[src/rtl/pipe_pkg.sv]
// Shared pipeline-stage definitions: occupancy encoding, per-boundary payload
// widths and control-field bit positions.
package pipe_pkg;

    typedef enum logic [1:0] {
        OCC_EMPTY = 2'd0,
        OCC_ONE   = 2'd1,
        OCC_FULL  = 2'd2
    } occ_e;

    localparam int FD_DATA_W = 64;
    localparam int FD_CTRL_W = 8;
    localparam int DE_DATA_W = 128;
    localparam int DE_CTRL_W = 8;
    localparam int EM_DATA_W = 128;
    localparam int EM_CTRL_W = 8;
    localparam int MW_DATA_W = 64;
    localparam int MW_CTRL_W = 8;

    // Control field layout: [0] memWrite, [1] regWrite, [2] resultSrc, [7:3] rd
    localparam int CTRL_MEMWRITE  = 0;
    localparam int CTRL_REGWRITE  = 1;
    localparam int CTRL_RESULTSRC = 2;
    localparam int CTRL_RD_LSB    = 3;
    localparam int CTRL_RD_W      = 5;

    function automatic logic [1:0] occ_count(input logic main_v, input logic skid_v);
        return {1'b0, main_v} + {1'b0, skid_v};
    endfunction

endpackage

[src/rtl/pipe_stage_skid_slot.sv]
// One storage entry (valid/data/ctrl) with load and clear; clear always wins.
module pipe_slot
    import pipe_pkg::*;
#(
    parameter int DATA_W     = DE_DATA_W,
    parameter int CTRL_W     = DE_CTRL_W,
    parameter int RESET_DATA = 1
) (
    input  logic              clk,
    input  logic              i_clear,
    input  logic              i_load,
    input  logic [DATA_W-1:0] i_data,
    input  logic [CTRL_W-1:0] i_ctrl,
    output logic              o_valid,
    output logic [DATA_W-1:0] o_data,
    output logic [CTRL_W-1:0] o_ctrl
);

    logic              r_valid;
    logic [DATA_W-1:0] r_data;
    logic [CTRL_W-1:0] r_ctrl;

    always_ff @(posedge clk) begin
        if (i_clear) begin
            r_valid <= 1'b0;
            r_ctrl  <= '0;
        end else if (i_load) begin
            r_valid <= 1'b1;
            r_ctrl  <= i_ctrl;
        end
    end

    // With RESET_DATA=0 the data field keeps its last value across a clear.
    always_ff @(posedge clk) begin
        if (i_clear) begin
            if (RESET_DATA != 0) r_data <= '0;
        end else if (i_load) begin
            r_data <= i_data;
        end
    end

    assign o_valid = r_valid;
    assign o_data  = r_data;
    assign o_ctrl  = r_ctrl;

endmodule

[src/rtl/pipe_stage_skid.sv]
// Valid/ready pipeline stage register with a main slot, a skid slot for full
// throughput under back-pressure, and a flush that leaves a bubble.
module pipe_stage_skid
    import pipe_pkg::*;
#(
    parameter int DATA_W     = DE_DATA_W,
    parameter int CTRL_W     = DE_CTRL_W,
    parameter int RESET_DATA = 1
) (
    input  logic              clk,
    input  logic              rst,
    input  logic              flush,
    input  logic              in_valid,
    output logic              in_ready,
    input  logic [DATA_W-1:0] in_data,
    input  logic [CTRL_W-1:0] in_ctrl,
    output logic              out_valid,
    input  logic              out_ready,
    output logic [DATA_W-1:0] out_data,
    output logic [CTRL_W-1:0] out_ctrl,
    output logic [1:0]        occupancy
);

    occ_e r_state;
    occ_e w_state_nxt;

    logic              w_kill, w_acc, w_dep;
    logic              w_main_load, w_main_clear, w_skid_load, w_skid_clear;
    logic              w_main_valid, w_skid_valid;
    logic [DATA_W-1:0] w_main_data, w_skid_data, w_main_din;
    logic [CTRL_W-1:0] w_main_ctrl, w_skid_ctrl, w_main_cin;

    assign w_kill = rst | flush;
    // in_ready is the inverted skid valid flop, so out_ready never reaches it.
    assign in_ready = ~w_skid_valid;
    assign w_acc    = in_valid & in_ready;
    assign w_dep    = w_main_valid & out_ready;

    always_comb begin
        w_state_nxt = r_state;
        case (r_state)
            OCC_EMPTY: if (w_acc) w_state_nxt = OCC_ONE;
            OCC_ONE: begin
                if (w_acc && !w_dep)      w_state_nxt = OCC_FULL;
                else if (!w_acc && w_dep) w_state_nxt = OCC_EMPTY;
            end
            OCC_FULL:  if (w_dep) w_state_nxt = OCC_ONE;
            default:   w_state_nxt = OCC_EMPTY;
        endcase
        if (w_kill) w_state_nxt = OCC_EMPTY;
    end

    always_ff @(posedge clk) begin
        if (rst) r_state <= OCC_EMPTY;
        else     r_state <= w_state_nxt;
    end

    assign w_main_load  = ((r_state == OCC_EMPTY) && w_acc)
                        | ((r_state == OCC_ONE)   && w_acc && w_dep)
                        | ((r_state == OCC_FULL)  && w_dep);
    assign w_main_clear = w_kill | ((r_state == OCC_ONE) && !w_acc && w_dep);
    assign w_skid_load  = (r_state == OCC_ONE) && w_acc && !w_dep;
    assign w_skid_clear = w_kill | ((r_state == OCC_FULL) && w_dep);

    // Draining FULL refills main from skid so the older entry is never overtaken.
    assign w_main_din = (r_state == OCC_FULL) ? w_skid_data : in_data;
    assign w_main_cin = (r_state == OCC_FULL) ? w_skid_ctrl : in_ctrl;

    pipe_slot #(.DATA_W(DATA_W), .CTRL_W(CTRL_W), .RESET_DATA(RESET_DATA)) u_main (
        .clk     (clk),
        .i_clear (w_main_clear),
        .i_load  (w_main_load),
        .i_data  (w_main_din),
        .i_ctrl  (w_main_cin),
        .o_valid (w_main_valid),
        .o_data  (w_main_data),
        .o_ctrl  (w_main_ctrl)
    );

    pipe_slot #(.DATA_W(DATA_W), .CTRL_W(CTRL_W), .RESET_DATA(RESET_DATA)) u_skid (
        .clk     (clk),
        .i_clear (w_skid_clear),
        .i_load  (w_skid_load),
        .i_data  (in_data),
        .i_ctrl  (in_ctrl),
        .o_valid (w_skid_valid),
        .o_data  (w_skid_data),
        .o_ctrl  (w_skid_ctrl)
    );

    assign out_valid = w_main_valid;
    assign out_data  = w_main_data;
    // A bubble must never present a write enable downstream.
    assign out_ctrl  = w_main_valid ? w_main_ctrl : '0;
    assign occupancy = r_state;

`ifndef SYNTHESIS
    always_ff @(posedge clk) begin
        if (!rst) begin
            assert (!(w_acc && (r_state == OCC_FULL)));
            assert (occupancy == occ_count(w_main_valid, w_skid_valid));
        end
    end
`endif

endmodule

[config.mk]
export PLATFORM = sky130hd
export DESIGN_NAME = pipe_stage_skid
export DESIGN_NICKNAME = d
export VERILOG_FILES = /design/src/rtl/pipe_pkg.sv /design/src/rtl/pipe_stage_skid_slot.sv /design/src/rtl/pipe_stage_skid.sv
export SDC_FILE = /design/constraint.sdc
export NUM_CORES = 1
export LEC_CHECK = 0
export BUFFER_PORTS_ARGS = -buffer_cell sky130_fd_sc_hd__buf_2
export CAP_MARGIN = 20
export CORE_ASPECT_RATIO = 1.25
export CORE_MARGIN = 2
export CORE_UTILIZATION = 57
export DETAILED_ROUTE_END_ITERATION = 6
export PLACE_DENSITY = 0.85
export SLEW_MARGIN = 5
export SYNTH_ARGS = -nofsm -noshare
export SYNTH_HDL_FRONTEND = slang
export SYNTH_SLANG_ARGS = --single-unit
[constraint.sdc]
create_clock -name clk -period 2.3 [get_ports clk]
set_input_delay 0 -clock clk [delete_from_list [all_inputs] [get_ports clk]]
set_output_delay 0 -clock clk [all_outputs]
set_load 0.01 [all_outputs]
==> impl_metrics.tcl, run 1 <==
set metrics [dict create \
    status "finished, final reports clean" \
    mappedNetlistNets 1439 \
    track_usage 0.345 \
    dieArea_um2 22800 \
    synth_top_flop_cell "dfxtp_1" \
    crit_path_start "occupancy[1]" \
    timing.hold.ws_ps 56.4 \
    cp_common_cell "a211oi_1" \
    drv_cap 0 \
    fp.dieH_um 168 \
    min-delay-start "in_valid" \
    gp_congestion 0.782 \
    grt_max_degree 138 \
    core_area_um2 21400 \
    root_buffer "clkbuf_16" \
    worstPathArrival_ps 2490 \
    synthArstFlopShare 0 \
    start_kind "register" \
    cts_buffers 26 \
    leakagePower_nw 6.89 \
    drv_slew 0 \
    tightest_slew_ps 673 \
    wl_um 41000 \
    min_period_over_period 0.909 \
    io_buffers 280 \
    ys_warn_count 0 \
    rr_startpoint "occupancy[1]" \
    syn_area_per_cell_um2 9.50 \
    synth-seq-cells 276 \
    wl_per_cell_um 21.5 \
    power.density_nw_per_um2 695 \
    vias 12500 \
    rsz0062_at_grt "false" \
    p_switching_mw 2.75 \
    cp_top_family "compound AO/OA/AOI/OAI gates" \
    internal-power_mw 8.36 \
    swShare 0.247 \
    power_frac_seq 0.451 \
    worstPathRequired_ps 2700 \
    worstPathCellList "nor3b_4, buf_4, a211oi_1, a211oi_1" \
    endpoint_kind "register" \
    nNetsFinal 1748 \
    cts_tree "built" \
    post_cts_buffers 0 \
    peakVddDrop_uv 817 \
    critPathKind "register to register" \
    crit_path_max_incr_delay_ps 550 \
    hp-class "primary input to register" \
    num_io_pins 281 \
    insertion_delay_ps 530 \
    via_per_inst 6.57 \
    cp_num_buf_inv 1 \
    clock-sinks 276 \
    slew_headroom 0.551 \
    grt_remaining_overflow 0 \
    drtIter0Drc 1559 \
    synthCells 1297 \
    seq_area_frac_synth 0.448 \
    die_w_um 136 \
    clk_pin_slew_worst_paths_ps 70 \
    cts_buffer_depth 3 \
    ctsResizeCount 0 \
    antenna_found_initial 2 \
    start_util 0.576 \
    area_delta_synth_final_pct 29.7 \
    slowest_stage "buf_4" \
    finClkSkew_ps 10.7 \
    clock.fmax_ghz 0.478 \
    p_comb_frac 0.128 \
    ys_types 33 \
    tns_ps 0 \
    firstDrtPassIters 7 \
    setup_viol 0 \
    crit_fanout 50 \
    synth-edff-count 0 \
    drive_gt1_frac 0.247 \
    syn_area_um2 12300 \
    grt_pass1_vias 12400 \
    hold_violations 0 \
    drc 0 \
    min_period_ps 2090 \
    dp_hpwl_um 20800 \
    htreeDepth 1 \
    p_total_mw 11.1 \
    fp-row-count 60 \
    grt_pass1_wl_um 64400 \
    final_antenna_net_count 0 \
    pwr-share-clk 0.422 \
]
==> registers in the layout, indices dropped and copies added, names as in the netlist <==
| register | count |
|---|---|
| occupancy | 2 |
| u_main.o_ctrl | 8 |
| u_main.o_data | 128 |
| u_main.o_valid | 1 |
| u_skid.o_ctrl | 8 |
| u_skid.o_data | 128 |
| u_skid.o_valid | 1 |
==> routing by layer <==
metal / vias up / GRT usage / part of all wire
li1: 5533 / - / -
met1: 5930 / 0.422 / 0.37
met2: 849 / 0.585 / 0.49
met5: - / 0 / 0.00032
met4: 2 / 0.163 / 0.047
met3: 185 / 0.0623 / 0.088
==> per-stage QoR <==
step	setup slack [ps]	cells	cell area (µm²)	utilization
2_1_floorplan	706	1297	12300	-
4_1_cts	357	1902	16000	0.747
3_3_place_gp	519	1718	13700	0.639
3_5_place_dp	381	1718	13700	0.639
6_report	209	1903	16000	0.747
5_1_grt	152	1903	16000	0.747
==> power groups by stage <==
stage | Clock (mW) | Combinational, mW | Sequential (mW)
3_3_place_gp | 0 | 1.14 | 5.10
6_report | 4.68 | 1.42 | 5.00
5_1_grt | 4.88 | 1.51 | 5.01
3_5_place_dp | 0 | 1.17 | 5.10
4_1_cts | 4.69 | 1.37 | 5.00
2_1_floorplan | 0 | 0.682 | 5.14
==> worst reg2reg max path: stages (launching register included) <==
cell	delay, ps
dfxtp_1	440
nor3b_4	320
buf_4	550
a211oi_1	270
a211oi_1	380
==> cells by family after synthesis <==
group	after synthesis	synth area share
adders and majority gates	1	0.00102
AOI/OAI and AO/OA	555	0.298
and+or+nand+nor	158	0.0678
muxes	136	0.110
DFF	276	0.448
buffers and inverters	171	0.0740
==> cell type report <==
type,count,area (µm²)
Antenna cell,1,2.50
Clock buffer,37,753
Clock inverter,8,168
Fill cell,1383,5410
Inverter,3,13.8
Multi-Input combinational cell,850,5960
Sequential cell,276,5530
Tap cell,279,349
Timing Repair Buffer,449,3220
==> cell usage in the layout, fill, tap and decap left out, types with 2 or more instances in the layout <==
master,instances
buf_4,14
nor2_1,2
dfxtp_1,276
buf_2,280
dlygate4sd3_1,139
a21oi_1,139
and2_1,9
nand3_1,136
clkinv_2,2
a211oi_1,232
clkbuf_8,4
o21ai_1,6
clkbuf_16,27
a211oi_2,40
inv_1,2
bufinv_16,5
mux2i_1,136
o21ai_0,132
clkbuf_1,6
buf_12,16
==> Yosys cell counts, drive strengths merged (2+ instances only) <==
master    n  area [µm²]
a211oi  272        2240
a21oi   139         696
and2     10        62.6
buf     113         683
clkbuf   55         218
dfxtp   276        5530
inv       3        11.3
mux2i   136        1360
nand2b    2        12.5
nand3   136         681
nor2      2        7.51
o21ai   139         696
==> timing repair <==
action / CTS / global route
hold buffers: 139 / 0
hold endpoints to repair: 275 / 0
endpoints found under the setup margin: 0 / 0
==> worst paths after layout <==
kind	cells after the start	to	slack [ps]
worst max-delay path	4	u_main.o_data[48]	210
worst max register to register	4	u_main.o_data[48]	210
worst min-delay path	4	occupancy[0]	60
worst min register to register	2	u_skid.o_data[118]	470
Note: power is estimated with default switching activity, not from simulation.
==> run 2, diff against run 1 <==
Settings changed: CELL_PAD_IN_SITES_DETAIL_PLACEMENT set to 1, CELL_PAD_IN_SITES_GLOBAL_PLACEMENT set to 2, CORE_UTILIZATION 57 to 35.
==> impl_metrics.tcl, run 2 (synthesis results as in run 1) <==
set metrics [dict create \
    min_period_over_period 0.959 \
    r2r_end "u_main.o_data[24]" \
    core_area_um2 34600 \
    ctsResizeCount 0 \
    stdcell_count 2105 \
    fin_ws_ps 93.2 \
    post_cts_buffers 0 \
    crit_path_max_incr_delay_ps 630 \
    worstPathArrival_ps 2660 \
    nNetsFinal 1757 \
    tns_ps 0 \
    fp.dieH_um 214 \
    vias 11800 \
    endpoint_kind "register" \
    worst-path-stages 4 \
    grt_pass1_vias 12100 \
    drtIter0Drc 800 \
    start_kind "register" \
    status "finished, final reports clean" \
    whs_path_depth 4 \
    worstPathRequired_ps 2750 \
    final_common_cell "buf_2" \
    gp_congestion 0.742 \
    antenna_found_initial 1 \
    cts_buffers 29 \
    track_usage 0.230 \
    grt_max_degree 138 \
    cp_common_cell "a211oi_1" \
    dp_hpwl_um 24400 \
    die_w_um 172 \
    io_buffers 280 \
    drive_gt1_frac 0.251 \
    cts_tree "built" \
    hp-class "primary input to register" \
    whs_endpoint "occupancy[0]" \
    slew_headroom 0.507 \
    rr_startpoint "occupancy[0]" \
    final_antenna_net_count 0 \
    wl_um 43900 \
    wl_per_cell_um 20.9 \
    dieArea_um2 36700 \
    reg2reg_slack_ps 90 \
    dp.cells 1913 \
    min_period_ps 2210 \
    critPathKind "register to register" \
    worstPathCellList "a21bo_4, buf_4, a211oi_1, a211oi_1" \
    grt_pass1_wl_um 67800 \
    crit_fanout 57 \
    area_delta_synth_final_pct 33.0 \
    finClkSkew_ps 7.50 \
    tightest_slew_ps 739 \
    htreeDepth 1 \
    min-delay-start "in_valid" \
    clock.fmax_ghz 0.453 \
    insertion_delay_ps 540 \
    setup_viol 0 \
    fp-row-count 76 \
    drv_cap 0 \
    num_io_pins 281 \
    clock-sinks 276 \
    slowest_stage "buf_4" \
    cp_num_buf_inv 1 \
    start_util 0.356 \
    drc 0 \
    cp_top_family "compound AO/OA/AOI/OAI gates" \
    final_cell_mix "280 x buf_2, 276 x dfxtp_1, 232 x a211oi_1, 139 x a21oi_1, 139 x dlygate4sd3_1" \
    power.density_nw_per_um2 684 \
    via_per_inst 5.62 \
    clk_pin_slew_worst_paths_ps 60 \
    hold_violations 0 \
    r2r_cells 4 \
    grt_remaining_overflow 0 \
    place_ws_ps 225 \
    leakagePower_nw 6.99 \
    peakVddDrop_uv 451 \
    cts_buffer_depth 3 \
    root_buffer "clkbuf_16" \
    firstDrtPassIters 5 \
    drv_slew 0 \
    rsz0062_at_grt "false" \
]
[run 2: metal layers]
layer,vias to the layer above,GRT usage,part of all wire
li1,5536,-,-
met1,5937,0.303,0.44
met2,301,0.390,0.48
met3,66,0.0325,0.048
met4,0,0.0695,0.026
met5,-,0,0
[run 2: how the worst max path moves through the flow]
stage               slack (ps)          from            endpoint
finish                      90  occupancy[0]   u_main.o_data[24]
global route                 8  occupancy[0]  u_main.o_data[122]
CTS                        180  occupancy[0]  u_main.o_data[122]
detailed placement         230  occupancy[0]  u_main.o_data[113]
global placement           250  occupancy[0]   u_main.o_data[28]
floorplan                  710  occupancy[0]   u_main.o_data[56]
[run 2: stage by stage]
step / hold WS, ps / power (mW) / cell area (µm²) / utilization
after global placement: 265 / 6.31 / 14000 / 0.406
final: 56.1 / 11.2 / 16400 / 0.473
after detailed placement: 272 / 6.34 / 14000 / 0.406
after floorplan: 148 / 5.82 / 12300 / -
after global routing: 63.0 / 11.6 / 16400 / 0.473
after CTS: 31.6 / 11.3 / 16400 / 0.473
[run 2: area by class of cell]
class | count | area [µm²]
Antenna cell | 1 | 2.50
Clock buffer | 43 | 828
Clock inverter | 9 | 120
Fill cell | 4006 | 18200
Inverter | 3 | 13.8
Multi-Input combinational cell | 850 | 5960
Sequential cell | 276 | 5530
Tap cell | 468 | 586
Timing Repair Buffer | 455 | 3350
[run 2: repair_timing]
action	4_1_cts	5_1_grt
hold buffers	139	0
endpoints found under the setup margin	0	0
hold endpoints to repair	275	0
[run 2: where the power goes]
group	internal, mW	total, mW	leakage [nW]	switching, mW
sequential	4.92	5.00	2.24	0.0831
combinational	0.621	1.43	4.27	0.807
clock	2.81	4.77	0.470	1.96
[run 2: worst min-delay path, cell delays in order]
cell and delay (ps):
buf_2 140, or3b_2 200, a21oi_1 60, o21a_1 160
==> run 3, diff against run 2 <==
==> constraint.sdc (replaced) <==
create_clock -name clk -period 2.3 [get_ports clk]
set_input_delay 0.46 -clock clk [delete_from_list [all_inputs] [get_ports clk]]
set_output_delay 0.46 -clock clk [all_outputs]
set_load 0.01 [all_outputs]
==> impl_metrics.tcl, run 3 (synthesis results as in run 1) <==
set metrics [dict create \
    postLayoutCoreUtil 0.429 \
    wl_um 42100 \
    rsz0062_at_grt "false" \
    final_antenna_net_count 0 \
    grt_max_degree 138 \
    holdBufCountCts 0 \
    multiInputGateArea_um2 5960 \
    antenna_found_initial 6 \
    drv_cap 0 \
    swShare 0.257 \
    worstPathRequired_ps 2760 \
    drv_slew 0 \
    critPathKind "register to register" \
    placed_cell_area_um2 13900 \
    status "finished, final reports clean" \
    cts_tree "built" \
    drtIter0Drc 671 \
    p_comb_frac 0.111 \
    drive_gt1_frac 0.271 \
    cts_buffers 30 \
    whs_path_depth 3 \
    endpoint_kind "register" \
    clk_pin_slew_worst_paths_ps 60 \
    insertion_delay_ps 560 \
    final_common_cell "buf_2" \
    power_frac_seq 0.457 \
    wl_per_cell_um 21.5 \
    area_delta_synth_final_pct 20.5 \
    die_w_um 172 \
    dp.cells 1904 \
    gp_congestion 0.737 \
    io_buffers 280 \
    grt_remaining_overflow 0 \
    via_per_inst 5.74 \
    hp-class "primary input to register" \
    crit_fanout 43 \
    clock-sinks 276 \
    core_area_um2 34600 \
    stdcell_count 1960 \
    root_buffer "clkbuf_16" \
    dieArea_um2 36700 \
    slew_headroom 0.341 \
    finClkSkew_ps 10.5 \
    tightest_slew_ps 989 \
    post_cts_buffers 0 \
    tns_ps 0 \
    pwr-share-clk 0.432 \
    internal-power_mw 8.14 \
    dp_hpwl_um 24100 \
    grt_pass1_vias 11400 \
    power.density_nw_per_um2 738 \
    leakagePower_nw 6.32 \
    r2r_cells 4 \
    peakVddDrop_uv 461 \
    nNetsFinal 1610 \
    fp.dieH_um 214 \
    fillers 4062 \
    p_switching_mw 2.82 \
    track_usage 0.220 \
    start_util 0.356 \
    fp-row-count 76 \
    final_cell_mix "280 x buf_2, 276 x dfxtp_1, 232 x a211oi_1, 139 x a21oi_1" \
    num_io_pins 281 \
    min_period_over_period 0.916 \
    hold_violations 0 \
    firstDrtPassIters 5 \
    worstPathArrival_ps 2560 \
    min_period_ps 2110 \
    fin_area_um2 14800 \
    cts_buffer_depth 3 \
    grt_pass1_wl_um 64500 \
    drc 0 \
    register_area_um2 5530 \
    setup_viol 0 \
    vias 11300 \
    clock.fmax_ghz 0.475 \
    ctsResizeCount 0 \
    htreeDepth 1 \
    start_kind "register" \
]
run 3: cell types whose count changed in the layout (fill, tap and decap cells not counted):
cell	change
clkbuf_8	+1
dlygate4sd3_1	-139
buf_12	-7
buf_4	-2
clkinvlp_4	+1
clkinv_2	-2
diode_2	+3
clkbuf_1	-1
clkinv_4	+1
bufinv_16	-2
clkbuf_16	+2
run 3: power by group through the flow:
stage / Combinational (mW) / Clock (mW) / Sequential, mW
after floorplan: 0.682 / 0 / 5.14
after CTS: 1.23 / 4.84 / 5.00
after detailed placement: 1.22 / 0 / 5.11
after global routing: 1.32 / 5.05 / 5.01
final: 1.22 / 4.74 / 5.00
after global placement: 1.20 / 0 / 5.10
run 3: path summary, 6_finish.rpt:
kind	startpoint	to	slack [ps]
min	in_data[55]	u_skid.o_data[55]	160
max	occupancy[0]	u_main.o_data[12]	190
max reg2reg	occupancy[0]	u_main.o_data[12]	190
min reg2reg	u_skid.o_ctrl[5]	u_skid.o_ctrl[5]	470
run 3: per-stage QoR:
| stage | power, mW | hold WS [ps] | setup slack, ps |
|---|---|---|---|
| 6_report | 11.0 | 160 | 193 |
| 5_1_grt | 11.4 | 155 | 44.8 |
| 4_1_cts | 11.1 | 139 | 188 |
| 3_5_place_dp | 6.33 | 467 | 102 |
| 3_3_place_gp | 6.30 | 459 | 175 |
| 2_1_floorplan | 5.82 | 453 | 619 |
run 3: area by class of cell:
class / instances / share of cell area
clock buffer: 45 / 0.0598
clock inverter: 7 / 0.00447
multi-input combinational: 850 / 0.401
antenna: 4 / 0.000674
timing repair buffer: 307 / 0.122
tap: 468 / 0.0394
sequential: 276 / 0.372
inverter: 3 / 0.000927
run 3: routing by layer:
metal  vias up  wire (µm)  global-route usage
met5         -         27                   0
met4         4       1020              0.0698
met3        59       2060              0.0282
met2       313      20700               0.378
met1      5631      18300               0.286
li1       5251          -                   -
run 3: critical path: stages, from the launching register on:
cell,delay [ps]
dfxtp_1,420
a21bo_4,580
buf_4,560
a211oi_1,150
a211oi_1,270
